`config.mk`:
```
export PLATFORM = sky130hd
export DESIGN_NAME = io_ring_power_seq
export DESIGN_NICKNAME = d
export VERILOG_FILES = /design/src/rtl/io_ring_pkg.sv /design/src/rtl/io_ring_sync2.sv /design/src/rtl/io_ring_power_seq.sv
export SDC_FILE = /design/constraint.sdc
export NUM_CORES = 1
export LEC_CHECK = 0
export ABC_AREA = 0
export BUFFER_PORTS_ARGS = -buffer_cell sky130_fd_sc_hd__buf_2
export CAP_MARGIN = 20
export CORE_ASPECT_RATIO = 1.1
export CORE_MARGIN = 8
export CORE_UTILIZATION = 50
export CTS_BUF_LIST = sky130_fd_sc_hd__clkbuf_4
export CTS_CLUSTER_SIZE = 30
export DETAILED_ROUTE_END_ITERATION = 10
export GPL_TIMING_DRIVEN = 0
export PLACE_DENSITY_LB_ADDON = 0.12
export SYNTH_ARGS = -nofsm -noshare
export SYNTH_HDL_FRONTEND = slang
export SYNTH_SLANG_ARGS = --single-unit
```
`constraint.sdc`:
```
create_clock -name clk -period 1.85 [get_ports clk]
set_input_delay 0.185 -clock clk [delete_from_list [all_inputs] [get_ports clk]]
set_output_delay 0.185 -clock clk [all_outputs]
set_load 0.01 [all_outputs]
```
`src/rtl/io_ring_pkg.sv`:
```
// io_ring_pkg: shared state encoding and counter sizing for the IO ring power sequencer
package io_ring_pkg;
  typedef enum logic [2:0] {IDLE, DEBOUNCE, ENABLE, SETTLE, RUN, FAULT} seq_state_t;
  function automatic int cnt_width(input int a, input int b, input int c);
    int m;
    m = (a > b) ? a : b;
    m = (m > c) ? m : c;
    return $clog2(m + 1);
  endfunction
endpackage

```
`src/rtl/io_ring_sync2.sv`:
```
// io_ring_sync2: W-bit two-flop synchronizer, async active-low reset to 0
// ports: clk, rst_n, d_i (async input), q_o (synchronized output)
module io_ring_sync2 #(
  parameter int W = 1
) (
  input  logic         clk,
  input  logic         rst_n,
  input  logic [W-1:0] d_i,
  output logic [W-1:0] q_o
);
  logic [W-1:0] meta_q;
  always_ff @(posedge clk or negedge rst_n)
    if (!rst_n) begin
      meta_q <= '0;
      q_o    <= '0;
    end else begin
      meta_q <= d_i;
      q_o    <= meta_q;
    end
endmodule

```
`src/rtl/io_ring_power_seq.sv`:
```
// io_ring_power_seq: debounced, staggered IO bank power-up with core reset release and sticky supply fault
// ports: clk, rst_n, supply_ok (per-bank, async), fault_clr -> bank_en, pad_oe_allow, core_rst_n, seq_done, fault, fault_bank
module io_ring_power_seq
  import io_ring_pkg::*;
#(
  parameter int NUM_BANKS    = 4,
  parameter int DEBOUNCE_CYC = 8,
  parameter int STAGGER_CYC  = 4,
  parameter int RELEASE_CYC  = 16
) (
  input  logic                         clk,
  input  logic                         rst_n,
  input  logic [NUM_BANKS-1:0]         supply_ok,
  input  logic                         fault_clr,
  output logic [NUM_BANKS-1:0]         bank_en,
  output logic                         pad_oe_allow,
  output logic                         core_rst_n,
  output logic                         seq_done,
  output logic                         fault,
  output logic [$clog2(NUM_BANKS)-1:0] fault_bank
);
  localparam int CW = cnt_width(DEBOUNCE_CYC, STAGGER_CYC, RELEASE_CYC);
  localparam int BW = $clog2(NUM_BANKS);
  logic [NUM_BANKS-1:0] ok_s;
  logic                 all_ok;
  seq_state_t           state_q;
  logic [CW-1:0]        cnt_q, cnt_inc;
  logic [BW-1:0]        idx_q, low_bad;
  logic [NUM_BANKS-1:0] bank_en_q;
  logic                 run_q, fault_q;
  logic [BW-1:0]        fault_bank_q;
  io_ring_sync2 #(.W(NUM_BANKS)) u_sync (.clk(clk), .rst_n(rst_n), .d_i(supply_ok), .q_o(ok_s));
  assign all_ok  = &ok_s;
  assign cnt_inc = (cnt_q == '1) ? cnt_q : cnt_q + 1'b1;
  // scanning downward leaves the lowest failing bank as the final answer
  always_comb begin
    low_bad = '0;
    for (int i = NUM_BANKS - 1; i >= 0; i--) if (!ok_s[i]) low_bad = BW'(i);
  end
  always_ff @(posedge clk or negedge rst_n)
    if (!rst_n) begin
      state_q      <= IDLE;
      cnt_q        <= '0;
      idx_q        <= '0;
      bank_en_q    <= '0;
      run_q        <= 1'b0;
      fault_q      <= 1'b0;
      fault_bank_q <= '0;
    end else begin
      case (state_q)
        IDLE:
          if (all_ok) begin
            state_q <= DEBOUNCE;
            cnt_q   <= CW'(1);
          end
        DEBOUNCE:
          if (!all_ok) state_q <= IDLE;
          else if (cnt_inc >= CW'(DEBOUNCE_CYC)) begin
            state_q   <= ENABLE;
            bank_en_q <= NUM_BANKS'(1);
            idx_q     <= '0;
            cnt_q     <= '0;
          end else cnt_q <= cnt_inc;
        ENABLE, SETTLE, RUN:
          if (!all_ok) begin
            state_q      <= FAULT;
            bank_en_q    <= '0;
            run_q        <= 1'b0;
            fault_q      <= 1'b0 | 1'b1;
            fault_bank_q <= low_bad;
          end else if (state_q == ENABLE) begin
            if (cnt_inc >= CW'(STAGGER_CYC)) begin
              bank_en_q <= bank_en_q | (NUM_BANKS'(1) << (idx_q + 1'b1));
              idx_q     <= idx_q + 1'b1;
              cnt_q     <= '0;
              if (idx_q == BW'(NUM_BANKS - 2)) state_q <= SETTLE;
            end else cnt_q <= cnt_inc;
          end else if (state_q == SETTLE) begin
            if (cnt_inc >= CW'(RELEASE_CYC)) begin
              state_q <= RUN;
              run_q   <= 1'b1;
              cnt_q   <= '0;
            end else cnt_q <= cnt_inc;
          end
        FAULT:
          if (fault_clr && all_ok) begin
            state_q <= IDLE;
            fault_q <= 1'b0;
          end
        default: state_q <= IDLE;
      endcase
    end
  assign bank_en      = bank_en_q;
  assign pad_oe_allow = run_q;
  assign core_rst_n   = run_q;
  assign seq_done     = run_q;
  assign fault        = fault_q;
  assign fault_bank   = fault_bank_q;
endmodule
```
# After elaboration in Yosys (flattened, before gate mapping)
# Cells that the tools add are included.
# word_totals
regBits,26
output_inout_bits,10
mem_bits_ro,0
mem_count,0
wordCells,101
input_bits,7
latch_bits,0
mem_bits_rw,0
# classes
n_eq_ne,26
n_bitwise,2
n_mul,0
n_shift,1
div,0
n_addsub,2
mux,44
order_cmp,3
n_reduce_logical,14
# ops
op,n
two-way mux 5 bit,9
two-way mux 3 bit,10
two-way mux 4 bit,5
two-way mux 2 bit,9
"!= test 2 bit, second input constant",9
"!= test 4 bit, second input constant",4
case mux 5 bit (3 select lines),1
"!= test 3 bit, second input constant",4
case mux 3 bit (4 select lines),1
AND reduction 5 bit,2
case mux 4 bit (2 select lines),1
AND reduction 4 bit,2
AND reduction 7 bit,1
"== test 3 x 2 -> 1 bit, second input constant",2
"== test 3 bit, second input constant",2
two-way mux 1 bit,6
AND reduction 6 bit,1
"adder 5 x 1 -> 5 bit, second input constant",1
"== test 5 bit, second input constant",1
">= comparator 5 x 3 -> 1 bit, second input constant",1
">= comparator 5 x 4 -> 1 bit, second input constant",1
">= comparator 5 bit, second input constant",1
"!= test 2 x 1 -> 1 bit, second input constant",2
bitwise OR 4 bit,1
14 further kinds,15

# Longest topological paths before layout
# logic_depth
depth_word,8
depth_mapped,7
ltp_nobuf,7

# Cells and area by module
# Synthesis repeated with hierarchy kept, for this count alone.
# unflattened
cells_unflattened,135
area_unflattened_um2,1331.3
# modules_own_cells
mod,n_inst,seq_area_each_um2,area_each_um2,cells_per_inst
io_ring_power_seq,1,450.4,1131.1,127
io_ring_sync2,1,200.2,200.2,8

# Worst setup path after synthesis
# Ideal clock, no wire load.
# synth_path
path_kind,reg2reg
start,register cnt_q[0]
end,register idx_q[1]
period_less_slack_ns,1.682
required_ns,1.728
setup_slack_ns,0.168
arrival_ns,1.560
n_path_buf,0
path_stages_with_launch,7
setup_time_ns,0.122
path_cell_list,dfrtp_1 -> ha_1 -> and2_1 -> a21o_1 -> a31oi_1 -> nand3_1 -> a32o_1
# synth_via
elab_chain_cells,5
elab_cells_between_ends,8
classes_between,add/sub: 1; order compare: 2; eq/ne: 3; mux: 1; reduce/logical: 1
# synth_lines
element,line,text
start: declaration,io_ring_power_seq.sv:27,"logic [CW-1:0] cnt_q, cnt_inc;"
start signal: assignment,io_ring_power_seq.sv:63,end else cnt_q <= cnt_inc;
start signal: assignment,io_ring_power_seq.sv:77,end else cnt_q <= cnt_inc;
start signal: assignment,io_ring_power_seq.sv:83,end else cnt_q <= cnt_inc;
adder 5 x 1 -> 5 bit / == test 5 bit (equally long branches),io_ring_power_seq.sv:34,assign cnt_inc = (cnt_q == '1) ? cnt_q : cnt_q + 1'b1;
two-way mux 5 bit *,io_ring_power_seq.sv:34,
>= comparator 5 x 3 -> 1 bit / >= comparator 5 x 4 -> 1 bit (equally long branches),"io_ring_power_seq.sv:72, io_ring_power_seq.sv:58",
!= test 2 bit (no source line),--,
AND reduction 6 bit (no source line) *,--,
end signal: assignment,io_ring_power_seq.sv:74,idx_q <= idx_q + 1'b1;
end: declaration,io_ring_power_seq.sv:28,"logic [BW-1:0] idx_q, low_bad;"
# Mark *: on every way between the ends. The rest lies on a longest branch, timed or not.
# A chain may end at the register's enable or synchronous reset.

# Final worst setup path
# layout_path
start,register cnt_q[1]
end,register idx_q[1]
# Same word-level chain as after synthesis.

==> results.py <==
metrics = {
    "place": {
        "io_buffers": 16,
        "dpl.cell_count": 195,
        "gp_congestion": 0.8724,
        "placed_cell_area_sq_um": 1529,
        "dp_hpwl_microns": 2327,
        "place_ws_ps": 11.05,
    },
    "timing": {
        "hold_viol": 0,
        "period_share_pct": 93.79,
        "drv_slew": 0,
        "worst_slew_pin_slew_ps": 574.2,
        "clock.fmax_mhz": 576.3,
        "hold_slack_ps": 320.8,
        "setup_tns_ps": 0,
        "rsz0062_at_grt": "false",
        "setup_ws_ps": 114.8,
        "max_slew_margin_pct": 61.72,
        "finClkSkew_ps": 2.965,
        "min_period_ps": 1735,
        "setup_viol": 0,
    },
    "yosys": {
        "synth_top_family_by_area": "compound AO/OA/AOI/OAI gates",
        "synth_top_area_cell": "dfrtp_1",
        "synthSimpleGateAreaFrac_pct": 17.69,
        "synth_edf_count": 0,
        "ys.flop_type": "dfrtp_1",
        "yosys_warnings": 0,
        "synthCells": 146,
        "seq_area_frac_synth_pct": 46.22,
        "syn_avg_cell_area_sq_um": 9.641,
        "synth_top_area_share_pct": 46.22,
        "syn_area_sq_um": 1408,
        "async_flop_share_pct": 100.0,
        "ys_types": 44,
        "synth_compound_area_share_pct": 22.49,
        "synth_fa_ha_area_share_pct": 4.444,
        "synth_fp_nets": 158,
        "synth_seq_cells": 26,
        "synth.area.mux_share_pct": 2.133,
        "synthTopCellsByArea": "dfrtp_1, a21oi_1, ha_1",
        "synth_xor_area_share_pct": 1.244,
    },
    "finish": {
        "final_cell_mix": "dfrtp_1, buf_2, nand2_1, a21oi_1, nor2_1",
        "drive_gt1_share_pct": 21.97,
        "layout_commonest_cell": "dfrtp_1",
        "syn2layout_area_growth_pct": 15.47,
        "antenna_cells": 0,
        "finalNetCount": 186,
        "final_util_pct": 59.59,
        "seqCellArea_sq_um": 650.6,
        "multi_input_area_sq_um": 680.7,
        "postLayoutCellArea_sq_um": 1625,
        "fillCellCount": 257,
        "fin_cells": 206,
    },
    "drt": {
        "num_vias": 1182,
        "drt-total-wl_microns": 3094,
        "drtIter0Drc": 47,
        "post_drt_wl_per_cell_microns": 15.02,
        "firstDrtPassIters": 4,
        "viasPerCell": 5.738,
        "ant_nets": 0,
        "drc": 0,
    },
    "clock_tree": {
        "cts_tree": "built",
        "cts-root-buf": "clkbuf_4",
        "cts.sinks": 26,
        "cts.clk_slew.worst_paths_ps": 140,
        "h-tree-depth": 1,
        "cts_buffers": 3,
        "cts.path.max_buffers": 2,
        "clock_latency_ps": 310,
    },
    "power": {
        "leakagePower_nw": 0.7595,
        "ir_worst_vdd_uv": 663.4,
        "power_mw": 1.549,
        "power_density_nw_per_um2": 953.1,
    },
    "run": {
        "drv_cap": 0,
    },
    "floorplanning": {
        "num_rows": 20,
        "core_area_sq_um": 2728,
        "ios": 17,
        "start_util_pct": 51.61,
        "die_y_microns": 71.65,
        "dieWidth_microns": 66.59,
        "dieArea_sq_um": 4771,
    },
    "min_path": {
        "hold_class": "input pin to register",
    },
    "setup_path": {
        "endpoint_kind": "register",
        "cp_max_fo": 6,
        "crit_arrival_ps": 1950,
        "critPathKind": "register to register",
        "start_kind": "register",
        "crit_required_ps": 2060,
    },
    "grt": {
        "grt.overflow.total": 0,
        "grt_use_total_pct": 14.18,
        "antenna_found_initial": 0,
        "grt_max_degree": 27,
        "grt_pass1_vias": 1215,
        "grt_first_pass_wirelength_microns": 5388,
    },
    "outcome": {
        "status": "completed",
    },
}
flip-flops by register name, summed over array words and instances (netlist names):
name,cells
u_sync.q_o,4
u_sync.meta_q,4
fault,1
cnt_q,5
idx_q,2
core_rst_n,1
fault_bank,2
state_q,3
bank_en,4
final timing paths:
| path | from | end | slack, ps | cells after the start |
|---|---|---|---|---|
| worst max-delay path | cnt_q[1] | idx_q[1] | 110 | 6 |
| worst min-delay path | fault_clr | fault | 320 | 4 |
| worst max register to register | cnt_q[1] | idx_q[1] | 110 | 6 |
| worst min register to register | u_sync.meta_q[3] | u_sync.q_o[3] | 370 | 0 |
| max in group asynchronous | rst_n | bank_en[2] | 1090 | 2 |
| min in group asynchronous | rst_n | cnt_q[3] | 380 | 2 |
layout make-up:
cell class	count	share of cell area [%]
tap	33	2.540
timing repair buffer	23	8.930
clock buffer	3	1.386
inverter	7	1.617
buffer	7	3.387
sequential	26	40.03
clock inverter	1	0.2309
multi-input combinational	106	41.88
cells in the mapped netlist, drive strengths merged, types with 2 or more instances:
cell and number:
and2 2, xnor2 2, a31oi 4, a211oi 3
o22ai 2, inv 7, nand2b 5, o21ai 9
o221ai 2, nand2 14, a21o 4, nor3b 2
ha 5, nand4 3, nand3 3, buf 6
dfrtp 26, nor2 13, o21a 2, a21oi 14
mux2i 3
power by group:
part	switching, mW	internal, mW	total, mW
combinational	0.345	0.245	0.590
sequential	0.0714	0.646	0.718
clock	0.162	0.0788	0.241
per-layer routing:
metal / wire [microns] / share of wire (%) / global-route usage, %
met4: 19 / 0.61 / 4.276
met1: 1325 / 43 / 15.82
met3: 145 / 4.7 / 3.432
met2: 1603 / 52 / 25.32
met5: 0 / 0 / 0
cell families (layout without fill, tap and decap cells):
logic type,Yosys count,in the layout
muxes,3,3
xor gates and xnor gates,2,2
AOI/OAI and AO/OA,47,47
and+or+nand+nor,49,49
adders and majority gates,5,5
buffers and inverters,14,41
DFF,26,26
critical path, stage by stage, from the launching register on:
cell and delay (ps):
dfrtp_1 430, ha_2 210, and2_1 200, a21o_1 240
a31oi_1 180, nand3_1 140, a32o_1 240
timing repair:
action	in CTS	in global routing
endpoints found under the hold margin	30	0
setup buffers	1	1
hold buffers	5	0
endpoints found under the setup margin	1	9
resized for setup	0	2
Power figures use the tool's default switching activity.
